$ cat src/rtl/hamming74_serial_encoder.sv
// Hamming(7,4) serial transmitter: it accepts a nibble over valid/ready and shifts out
// an 8-slot frame, made of the 7 codeword bits followed by one guard slot at IDLE_LEVEL.
module hamming74_serial_encoder #(
  parameter bit LSB_FIRST  = 1'b1,
  parameter bit IDLE_LEVEL = 1'b0
) (
  input  logic       clk,
  input  logic       rst,
  input  logic       ena,
  input  logic [3:0] data_in,
  input  logic       data_valid,
  output logic       data_ready,
  output logic       encode_out,
  output logic       frame_start,
  output logic       busy,
  output logic [6:0] debug_codeword_out,
  output logic [2:0] debug_counter_out
);

  typedef enum logic [1:0] {IDLE, SHIFT, GUARD} state_t;

  state_t     state, state_nx;
  logic [2:0] counter, counter_nx;
  logic [6:0] codeword, codeword_nx, codeword_in;
  logic       encode_nx, frame_start_nx, accept;

  // Layout b6..b0 = d3 d2 d1 c2 d0 c1 c0
  function automatic logic [6:0] encode(input logic [3:0] d);
    logic c0, c1, c2;
    c0 = d[0] ^ d[1] ^ d[3];
    c1 = d[0] ^ d[2] ^ d[3];
    c2 = d[0] ^ d[1] ^ d[2];
    return {d[3], d[2], d[1], c2, d[0], c1, c0};
  endfunction

  function automatic logic slot_bit(input logic [6:0] cw, input logic [2:0] idx);
    return LSB_FIRST ? cw[idx] : cw[3'd6 - idx];
  endfunction

  assign codeword_in = encode(data_in);
  assign data_ready  = !rst && ena && (state == IDLE || state == GUARD);
  assign accept      = data_valid && data_ready;
  assign busy        = (state != IDLE);

  // NOTE: every signal gets a hold-value default first, so no path can leave one unassigned and infer a latch.
  always_comb begin
    state_nx       = state;
    counter_nx     = counter;
    codeword_nx    = codeword;
    encode_nx      = encode_out;
    frame_start_nx = frame_start;
    if (ena) begin
      frame_start_nx = 1'b0;
      case (state)
        SHIFT: begin
          if (counter == 3'd6) begin
            state_nx   = GUARD;
            counter_nx = 3'd7;
            encode_nx  = IDLE_LEVEL;
          end else begin
            counter_nx = counter + 3'd1;
            encode_nx  = slot_bit(codeword, counter + 3'd1);
          end
        end
        IDLE, GUARD: begin
          if (accept) begin
            state_nx       = SHIFT;
            counter_nx     = 3'd0;
            codeword_nx    = codeword_in;
            encode_nx      = slot_bit(codeword_in, 3'd0);
            frame_start_nx = 1'b1;
          end else begin
            state_nx   = IDLE;
            counter_nx = 3'd0;
            encode_nx  = IDLE_LEVEL;
          end
        end
        default: begin
          state_nx   = IDLE;
          counter_nx = 3'd0;
          encode_nx  = IDLE_LEVEL;
        end
      endcase
    end
  end

  // NOTE: state uses non-blocking assignments so all registers update together from pre-edge values.
  always_ff @(posedge clk or posedge rst) begin
    if (rst) begin
      state       <= IDLE;
      counter     <= 3'd0;
      codeword    <= 7'd0;
      encode_out  <= IDLE_LEVEL;
      frame_start <= 1'b0;
    end else begin
      state       <= state_nx;
      counter     <= counter_nx;
      codeword    <= codeword_nx;
      encode_out  <= encode_nx;
      frame_start <= frame_start_nx;
    end
  end

  assign debug_codeword_out = codeword;
  assign debug_counter_out  = counter;

endmodule

$ cat config.mk
export PLATFORM = sky130hd
export DESIGN_NAME = hamming74_serial_encoder
export DESIGN_NICKNAME = d
export VERILOG_FILES = /design/src/rtl/hamming74_serial_encoder.sv
export SDC_FILE = /design/constraint.sdc
export NUM_CORES = 1
export LEC_CHECK = 0
export CAP_MARGIN = 25
export CELL_PAD_IN_SITES_DETAIL_PLACEMENT = 1
export CELL_PAD_IN_SITES_GLOBAL_PLACEMENT = 2
export CORE_MARGIN = 5
export CORE_UTILIZATION = 25
export CTS_BUF_LIST = sky130_fd_sc_hd__clkbuf_16
export CTS_CLUSTER_DIAMETER = 30
export DETAILED_ROUTE_END_ITERATION = 8
export GPL_TIMING_DRIVEN = 0
export HOLD_SLACK_MARGIN = 0.03
export PLACE_DENSITY_LB_ADDON = 0.08
export SKIP_CTS_REPAIR_TIMING = 1
export SLEW_MARGIN = 15
export SYNTH_ARGS = -nofsm -noshare
export SYNTH_HDL_FRONTEND = slang
export SYNTH_SLANG_ARGS = --single-unit
export TNS_END_PERCENT = 50
$ cat constraint.sdc
create_clock -name clk -period 1.85 [get_ports clk]
set_clock_uncertainty 0.15 [all_clocks]
set_input_delay 0.185 -clock clk [delete_from_list [all_inputs] [get_ports clk]]
set_output_delay 0.185 -clock clk [all_outputs]
set_load 0.1 [all_outputs]
---- Word level (Yosys, flattened, before mapping) ----
Index checks and enable logic that the tools add are counted.
word-level totals
  output and inout port bits .............. 14
  word-level logic and storage cells ...... 38
  register bits after elaboration ......... 14
  bits of input ports ..................... 8
cells by class
  magnitude comparators ................... 1
  reduce and logical (&&, ||, !) cells .... 10
  mux-type cells .......................... 12
  add/subtract/negate cells ............... 1
  equality and inequality tests ........... 4
  bitwise operators ....................... 5
operators by type and width
  operator                                                    count
  2-to-1 mux 1 bit                                            6
  2-to-1 mux 3 bit                                            2
  XOR 1 bit                                                   5
  less-than comparator 3 x 4 -> 1 bit, second input constant  1
  one-hot mux 2 bit (2 select lines)                          1
  adder 3 x 1 -> 3 bit, second input constant                 1
  binary-select mux 1 bit (select 3 bit)                      1
  == test 3 bit, second input constant                        1
  logical AND 1 bit                                           3
  AND reduction 3 bit                                         1
  == test 2 x 1 -> 1 bit, second input constant               1
  == test 2 bit, second input constant                        1
  logical NOT 2 bit                                           1
  2-to-1 mux 2 bit                                            1
  inequality test 2 bit, second input constant                1
  one-hot mux 1 bit (2 select lines)                          1
  AND reduction 2 bit                                         1
  nonzero test 2 bit                                          1
  OR reduction 2 bit                                          1
  logical NOT 1 bit                                           1
  logical OR 1 bit                                            1

---- Logic depth before layout (Yosys ltp) ----
  depth after elaboration ................. 6
  mapped depth ............................ 7
  depth with buffers taken out ............ 6

---- Least setup slack after synthesis ----
OpenSTA, ideal clock, no wires.
  path kind ............................... reg-to-reg
  start ................................... register state[0]
  end ..................................... register codeword[2] (netlist: debug_codeword_out[2])
  stages on the path, launching flop included .. 5
  data required time ...................... 1.574 ns
  arrival ................................. 3.651 ns
  setup slack ............................. -2.077 ns
  buffers on the path ..................... 1
  setup time .............................. 0.126 ns
  period minus slack after synthesis ...... 3.927 ns
  cells stage by stage .................... dfrtp_1 > nor3b_1 > nand2_1 > buf_2 > mux2_2
between the ends
  longest elaborated chain between the ends .. 5
  elaborated cells between the ends (all ways) .. 7
  those cells by class .................... 1 x eq/ne; 6 x reduce/logical
ends and longest elaborated chain
  item                                                       line  text
  from (decl)                                                22    state_t state, state_nx;
  from (signal assigned)                                     96    state <= state_nx;
  == test 2 bit / logical NOT 2 bit (equally long branches)  41    assign data_ready = !rst && ena && (state == IDLE || state == GUARD);
  logical OR 1 bit *                                         41
  logical AND 1 bit *                                        41
  named net data_ready                                       12    output logic data_ready,
  logical AND 1 bit *                                        42    assign accept = data_valid && data_ready;
  AND reduction 3 bit (no line) *                            --
  to (signal assigned)                                       98    codeword <= codeword_nx;
  to (decl)                                                  24    logic [6:0] codeword, codeword_nx, codeword_in;
Mark *: on every way through the listed nets, which the timed path passes. The rest lies on a longest branch.
A chain may end at the register's enable or synchronous reset.

---- Worst setup path in the final report ----
  start ................................... register counter[1] (netlist: debug_counter_out[1])
  end ..................................... register encode_out
between the ends
  longest elaborated chain between the ends .. 5
  elaborated cells between the ends (all ways) .. 6
  those cells by class .................... 1 x add/sub; 1 x eq/ne; 4 x mux
ends and longest elaborated chain
  item                                    line  text
  from (decl)                             23    logic [2:0] counter, counter_nx;
  from (signal assigned)                  97    counter <= counter_nx;
  adder 3 x 1 -> 3 bit                    62    encode_nx = slot_bit(codeword, counter + 3'd1);
  binary-select mux 1 bit (select 3 bit)  37    return LSB_FIRST ? cw[idx] : cw[3'd6 - idx];
  2-to-1 mux 1 bit (implied by the code)  37
  2-to-1 mux 1 bit *                      56    if (counter == 3'd6) begin
  one-hot mux 1 bit (2 select lines) *    54    case (state)
  to (signal assigned)                    99    encode_out <= encode_nx;
  to (decl)                               13    output logic encode_out,
Mark *: on every way between the ends. The rest lies on a longest branch, timed or not. The select of a mux whose other input is x is not followed.

==> metrics.cfg <==
[outcome]
outcome = complete, but fails checks
violations = setup timing

[synth]
synthTopCellsByArea = dfrtp_1 48%, mux2_2 9.3%, xnor2_1 4.8%, nand2_1 4.6%, mux2i_1 4.1%
synth_nets = 77
syn_area_um2 = 727
ys_types = 22
yosysTopAreaCell = dfrtp_1
synth_top_area_share_pct = 48.2
synth_warnings = 0
ys_seq_area_share_pct = 48.2
postSynthAreaPerCell_um2 = 10.8
synthCells = 67
ys_ff_latch = 14

[route]
avgRoutedWirePerCell_um = 14.5
wl_um = 1800
drt_first_iter_violations = 17
vias = 574
ant_nets = 0
drt_pass1_iterations = 3
route.detailed.drc = 0
avgViaCountPerCell = 4.63

[sta]
timing.fmax_mhz = 494
max_slew_margin_pct = 35.4
rsz0062_at_grt = true
period_needed_ns = 2.02
tightest_slew_ns = 0.968
hold_violations = 0
post-route-period-util_pct = 109
whs_ns = 0.224
setup_viol = 1
fin_ws_ns = -0.174
drv_slew = 0

[worst_setup_path]
worstRegToRegCells = 6
cp-end-kind = flop
startpoint = debug_counter_out[1]
crit_fanout = 4
path_class = reg -> reg
start_kind = flop
worst_ep_required_time_ns = 1.88
arrival_ns = 2.05
worstReg2RegStart = debug_counter_out[1]

[die]
fp.dieH_um = 63.9
die_area_um2 = 4090
die-width_um = 63.9
rows = 19
start_util_pct = 26.1
core_um2 = 2780
io_pins = 22

[layout]
layout.nets = 104
antenna_cells = 0
drive_gt1_share_pct = 25.8
syn_to_final_growth_pct = 57.3

[clock_network]
clkTransAtPathRegs_ns = 0.05
cts_buffer_depth = 2
htreeDepth = 1
cts_made_buffers = 3
cts_tree = built
clock-root-buffer = clkbuf_16
clock_latency_ns = 0.24
cts_sinks = 14

[min_path]
hp-class = in -> async

[grt]
antenna_found_initial = 0
grtUsageTotal_pct = 9.96
grt_max_degree = 15
grt_pass1_vias = 661
grt_pass1_wl_um = 3140
grt-ovfl-total = 0

[placed_design]
dpl_worst_slack_ns = -0.638
port_buffers = 21
dp_hpwl_um = 1440
finalWeightedCongestion = 0.648

[job]
maxCapViolations = 0

-- placed cells by master (no fill, tap or decap), types with 2 or more instances in the layout --
master,instances
inv_1,4
clkbuf_16,3
dfrtp_1,11
mux2_2,6
nand2_1,8
clkdlybuf4s50_1,7
dfrtp_2,2
xnor2_1,3
dlymetal6s2s_1,12
o21ai_0,6
clkbuf_2,2
buf_6,2
xor2_1,2
a21oi_1,4
mux2i_1,3
-- critical path: stages, from the launching register on --
cell	delay, ns
dfrtp_4	0.49
buf_6	0.13
ha_4	0.17
xnor2_4	0.17
mux4_2	0.52
o221ai_2	0.17
o211a_1	0.16
-- through the flow --
stage               std cells  instance area (um^2)  util [%]  setup TNS, ns
floorplan                  67                   753         -          -2.43
global placement          119                  1000      36.0          -1.11
detailed placement        119                  1000      36.0          -1.11
CTS                       123                  1080      38.9          -4.35
global route              124                  1140      41.1         -0.248
finish                    124                  1140      41.1         -0.174
-- metal layers --
layer	global-route usage [%]	share of wire, %
met1	11.5	44
met2	16.8	51
met3	3.33	3.6
met4	3.90	0.89
met5	0	0
-- cells in the mapped netlist --
cell type,number
nand4_1,1
inv_1,4
nand2_1,9
a21oi_1,4
a31oi_1,1
nand3_1,1
mux2i_1,3
clkbuf_1,1
o21ai_0,6
xor2_1,2
dfrtp_1,14
mux2_2,6
o221ai_2,1
nor2b_1,1
buf_2,2
o211a_1,1
ha_1,2
nor2_1,1
nor3b_1,1
or2_2,1
xnor2_1,4
mux4_2,1
-- worst paths after layout --
kind,to,slack [ns]
min reg2reg,debug_codeword_out[0],0.35
max in group asynchronous,debug_counter_out[1],0.92
max,encode_out,-0.17
min in group clk,debug_codeword_out[0],0.35
min,state[0],0.22
max reg2reg,encode_out,-0.17
-- cell families (layout without fill, tap and decap cells) --
group / Yosys count / after routing / share of synthesized area [%]
DFF: 14 / 14 / 48.2
buffers and inverters: 7 / 33 / 3.96
adders and majority gates: 2 / 2 / 3.44
muxes: 10 / 10 / 16.5
xor gates and xnor gates: 6 / 6 / 7.23
and+or+nand+nor: 15 / 15 / 9.47
AOI/OAI and AO/OA: 13 / 13 / 11.2
-- registers in the layout (all words and copies together), names as in the netlist --
register and flops:
state 2, debug_codeword_out 7, frame_start 1, encode_out 1, debug_counter_out 3
-- cell type report --
cell class | instances | area, um^2
Buffer | 3 | 20.0
Clock buffer | 3 | 75.1
Clock inverter | 1 | 3.75
Fill cell | 298 | 1640
Inverter | 4 | 15.0
Multi-Input combinational cell | 46 | 393
Sequential cell | 14 | 357
Tap cell | 31 | 38.8
Timing Repair Buffer | 22 | 241
Power is left out: the tool's default activity adds up to more than one toggle a clock period on the data nets, which glitch-free logic cannot reach.
